===== src/rtl/barcode_rdr_pkg.sv =====
// Shared types and constants for the barcode station-ID reader.
package barcode_rdr_pkg;

    localparam int unsigned TMR_W = 22;

    // Station IDs are only accepted when the two MSBs match this prefix.
    localparam logic [1:0] ID_PREFIX = 2'b00;

    typedef enum logic [1:0] {
        StIdle,
        StStartLow,
        StWaitFall,
        StBitTime
    } state_t;

endpackage


===== src/rtl/bc_sync.sv =====
// Three-flop synchronizer for the raw barcode line with fall/rise strobes.
module bc_sync (
    input  logic clk,
    input  logic rst_n,
    input  logic in,
    output logic sync,
    output logic fall,
    output logic rise
);

    logic [2:0] ff_q;

    // Preset to idle-high so reset release never looks like a falling edge.
    always_ff @(posedge clk or negedge rst_n) begin
        if (!rst_n) begin
            ff_q <= 3'b111;
        end else begin
            ff_q <= {ff_q[1:0], in};
        end
    end

    assign sync = ff_q[1];
    assign fall = ff_q[2] & ~ff_q[1];
    assign rise = ~ff_q[2] & ff_q[1];

endmodule


===== src/rtl/barcode_rdr.sv =====
// Pulse-width barcode decoder: start bit sets the half-period P, data bits sampled P after each fall.
module barcode_rdr #(
    parameter int unsigned TMR_W = barcode_rdr_pkg::TMR_W
) (
    input  logic       clk,
    input  logic       rst_n,
    input  logic       BC,
    input  logic       clr_ID_vld,
    output logic [7:0] ID,
    output logic       ID_vld
);

    import barcode_rdr_pkg::*;

    logic             bc_s;
    logic             bc_fall;
    logic             bc_rise;
    state_t           state_q;
    logic [TMR_W-1:0] tmr_q;
    logic [TMR_W-1:0] per_q;
    logic [TMR_W-1:0] btmr_q;
    logic [3:0]       cnt_q;
    logic [7:0]       shift_q;
    logic             done_q;

    bc_sync u_bc_sync (
        .clk   (clk),
        .rst_n (rst_n),
        .in    (BC),
        .sync  (bc_s),
        .fall  (bc_fall),
        .rise  (bc_rise)
    );

    always_ff @(posedge clk or negedge rst_n) begin
        if (!rst_n) begin
            state_q <= StIdle;
            tmr_q   <= '0;
            per_q   <= '0;
            btmr_q  <= '0;
            cnt_q   <= '0;
            shift_q <= '0;
            done_q  <= 1'b0;
            ID      <= 8'h00;
            ID_vld  <= 1'b0;
        end else begin
            done_q <= 1'b0;

            // A completing valid frame takes priority over the consumer clear.
            if (done_q && (shift_q[7:6] == ID_PREFIX)) begin
                ID     <= shift_q;
                ID_vld <= 1'b1;
            end else if (clr_ID_vld) begin
                ID_vld <= 1'b0;
            end

            case (state_q)
                StIdle: begin
                    if (bc_fall) begin
                        tmr_q   <= '0;
                        state_q <= StStartLow;
                    end
                end
                StStartLow: begin
                    if (tmr_q == '1) begin
                        state_q <= StIdle;
                    end else if (bc_rise) begin
                        per_q   <= tmr_q;
                        cnt_q   <= '0;
                        state_q <= StWaitFall;
                    end else if (!bc_s) begin
                        tmr_q <= tmr_q + 1'b1;
                    end
                end
                StWaitFall: begin
                    if (bc_fall) begin
                        btmr_q  <= '0;
                        state_q <= StBitTime;
                    end
                end
                StBitTime: begin
                    // per_q can never be all-ones plus one, so btmr_q stops before wrapping.
                    if (btmr_q == per_q) begin
                        shift_q <= {shift_q[6:0], bc_s};
                        cnt_q   <= cnt_q + 4'd1;
                        if (cnt_q == 4'd7) begin
                            done_q  <= 1'b1;
                            state_q <= StIdle;
                        end else begin
                            state_q <= StWaitFall;
                        end
                    end else begin
                        btmr_q <= btmr_q + 1'b1;
                    end
                end
                default: state_q <= StIdle;
            endcase
        end
    end

endmodule


===== config.mk =====
export PLATFORM = sky130hd
export DESIGN_NAME = barcode_rdr
export DESIGN_NICKNAME = d
export VERILOG_FILES = /design/src/rtl/barcode_rdr_pkg.sv /design/src/rtl/bc_sync.sv /design/src/rtl/barcode_rdr.sv
export SDC_FILE = /design/constraint.sdc
export NUM_CORES = 1
export LEC_CHECK = 0
export ABC_AREA = 1
export BUFFER_PORTS_ARGS = -buffer_cell sky130_fd_sc_hd__clkbuf_2
export CORE_ASPECT_RATIO = 0.7
export CORE_UTILIZATION = 35
export CTS_CLUSTER_DIAMETER = 50
export DETAILED_ROUTE_END_ITERATION = 16
export PLACE_DENSITY = 0.52
export SLEW_MARGIN = 0
export SYNTH_ARGS = -nofsm -noshare
export SYNTH_HDL_FRONTEND = slang
export SYNTH_SLANG_ARGS = --single-unit

===== constraint.sdc =====
create_clock -name clk -period 2.05 [get_ports clk]
set_input_delay 0.41 -clock clk [delete_from_list [all_inputs] [get_ports clk]]
set_output_delay 0.41 -clock clk [all_outputs]
set_load 0.05 [all_outputs]

==> impl_metrics.ini <==
[critical_path]
crit_type = register to register
worstReg2RegStart = tmr_q[1]
critPathArrivalTime_ps = 2170
worstSetupEndpointType = register
crit_chain = ha_1 > nand2_1 > inv_1 > nand3_2 > nor2_4 > nand2_1 > nand2_1 > nor2_4 > buf_12 > nand2_1 > o21ai_0
worstPathMaxFanout = 19
regToRegEndpoint = per_q[4]
crit_path_end = per_q[4]
cp.required_ps = 2310
startpoint = tmr_q[1]
path_buf_inv = 2
slowest_stage = dfrtp_1
worstSetupPathDepth = 11
crit_path_start_kind = register
r2r_cells = 11
regToRegSetupSlack_ps = 140
slowest_delay_ps = 410
timing.critical_path.mode_cell = nand2_1
crit_family = simple AND/OR/NAND/NOR gates

[clock_tree]
clock_tree.root_cell = clkbuf_16
clk_pin_slew_ps = 70
cts-buffers-inserted = 9
clk_path_buf_depth = 2
htree_levels = 3
cts_tree = built
clock_latency_ps = 350
cts_sinks = 93
cts_hold_buffers = 0

[synth]
ys_seq_elements = 93
synth_cell_types = 36
synth_area_um2 = 5040
ys_seq_area_frac = 0.463
syn_avg_cell_area_um2 = 7.32
synth-edff-count = 0
syn-num-nets = 695
yosysWarnings = 0
synthCells = 688
async_flop_share = 1.00
synthFlopType = dfrtp_1

[grt]
grt_max_degree = 42
first_global_vias = 4247
grt_overflow = 0
track_usage = 0.194
antenna_found_initial = 0
grt_pass1_wl_mm = 22.3

[power_and_ir_drop]
ir_drop_mv = 0.486
power.share.clock = 0.333
p_sw_w = 0.00190
p_per_area_nw_per_um2 = 936
pwr-share-comb = 0.268
leakage_nw = 2.69
p_seq_frac = 0.400
intPower_w = 0.00355
p_sw_frac = 0.348

[sta]
drv_slew = 0
hold_viol = 0
fmaxAchievable_mhz = 523
final.setup_skew_ps = 7.57
period_needed_ps = 1910
finalSetupViolCount = 0
period_share = 0.933
slew_headroom = 0.607
tightest_slew_ps = 589

[detailed_routing]
num_vias = 4426
ant_nets = 0
wl_per_cell_um = 14.6
drcViolationCount = 0
drt-initial-drc-count = 444
wl_mm = 13.4
first_pass_iters = 5
vias_per_cell = 4.83

[floorplan]
fp.coreArea_um2 = 14000
start_util = 0.361
rows = 36
die_width_um = 145
die_area_um2 = 14900
die_h_um = 102
ios = 13

[final_layout]
layout_common_cells = nand2_1 (234), dfrtp_1 (89), inv_1 (84), nor2_1 (55), o21ai_0 (54)
multi_input_area_um2 = 2270
fin_util = 0.417
drive_above_1_share = 0.124
areaGrowthSynthToFinish_pct = 15.6
final_common_cell = nand2_1
finalNonFillerCells = 917
antenna-diode-count = 0
nFillCells = 1418
seq_area_um2 = 2330
nNetsFinal = 729

[placement]
port_buffers = 12
place_hpwl_mm = 9.84
place.gp.congestion = 0.914
dpl.cell_count = 900

[flow_run]
drv_cap = 0

[run_status]
status = finished, final reports clean

[worst_hold_path]
hold_path.class = input pin to async pin
==> worst register-to-register path: stages, from the launching register on <==
cell and delay, ps:
dfrtp_1 410, ha_1 210, nand2_1 140, inv_1 80, nand3_2 110, nor2_4 50, nand2_1 70, nand2_1 100
nor2_4 240, buf_12 200, nand2_1 120, o21ai_0 100
==> power by group through the flow <==
| stage | sequential (W) | clock [W] | combinational [W] |
|---|---|---|---|
| 3_5_place_dp | 0.00221 | 0 | 0.00142 |
| 6_report | 0.00218 | 0.00181 | 0.00146 |
| 5_1_grt | 0.00220 | 0.00193 | 0.00163 |
| 2_1_floorplan | 0.00221 | 0 | 0.000983 |
| 4_1_cts | 0.00217 | 0.00185 | 0.00143 |
| 3_3_place_gp | 0.00219 | 0 | 0.00141 |
==> synthesized netlist by cell type (3+ instances only) <==
cell type	count	area, µm²
nand2_1	235	882
dfrtp_1	90	2250
inv_1	84	315
nor2_1	57	214
o21ai_0	54	270
nand3_1	39	195
nor3_1	16	80.1
xor2_1	15	131
o21ai_1	14	70.1
a21oi_1	12	60.1
inv_2	9	33.8
nor2_2	8	50.1
nand4_1	7	43.8
buf_2	5	25.0
buf_4	4	30.0
buf_6	3	33.8
clkbuf_1	3	11.3
dfstp_2	3	78.8
ha_1	3	37.5
nand2_2	3	18.8
o22ai_1	3	18.8
==> sequential cells by signal, indices dropped and copies added (netlist names) <==
| signal | flops |
|---|---|
| ID_vld | 1 |
| state_q | 2 |
| ID | 8 |
| shift_q | 8 |
| u_bc_sync.ff_q | 3 |
| btmr_q | 22 |
| cnt_q | 4 |
| tmr_q | 22 |
| done_q | 1 |
| per_q | 22 |
==> metal layers <==
metal  wire [µm]  part of all wire  track usage
met1        7410              0.55        0.303
met2        5150              0.39        0.268
met3         661             0.049       0.0362
met4         130            0.0097       0.0510
met5           0                 0            0
==> timing repair <==
action                     CTS  global route
setup buffers                0             0
setup endpoints to repair    0            28
gates resized for setup      0             7
==> cell type report <==
| type | instances | share of cell area |
|---|---|---|
| sequential | 93 | 0.401 |
| clock inverter | 5 | 0.0129 |
| multi-input combinational | 486 | 0.391 |
| clock buffer | 11 | 0.0417 |
| tap | 190 | 0.0408 |
| timing repair buffer | 39 | 0.0529 |
| inverter | 93 | 0.0604 |
==> cell families (layout without fill, tap and decap cells) <==
family | count (synthesis) | in the layout | synth area share
buf+inv | 109 | 148 | 0.0902
fa+ha+maj | 3 | 3 | 0.00745
flops | 93 | 93 | 0.463
xor+xnor | 17 | 17 | 0.0296
compound gates | 88 | 88 | 0.0907
simple gates | 378 | 378 | 0.319
==> through the flow <==
step                worst slack (ps)  hold WS, ps  total power [W]  setup TNS (ps)  cell area [µm²]
finish                           138         62.3          0.00545               0             5820
global route                   -10.5          101          0.00577           -16.4             5820
detailed placement              82.9          353          0.00363               0             5460
CTS                             65.4         76.9          0.00545               0             5770
floorplan                        362          114          0.00319               0             5040
global placement                 127          352          0.00360               0             5460
==> worst min path at each step <==
stage	from	endpoint	slack [ps]	depth (start not counted)
after floorplan	rst_n	ID[0]	110	0
after global placement	u_bc_sync.ff_q[0]	u_bc_sync.ff_q[1]	350	0
after CTS	rst_n	shift_q[5]	80	1
final	rst_n	shift_q[5]	60	1
after detailed placement	u_bc_sync.ff_q[0]	u_bc_sync.ff_q[1]	350	0
after global routing	rst_n	shift_q[5]	100	1
Note: power is estimated with default switching activity, not from simulation.
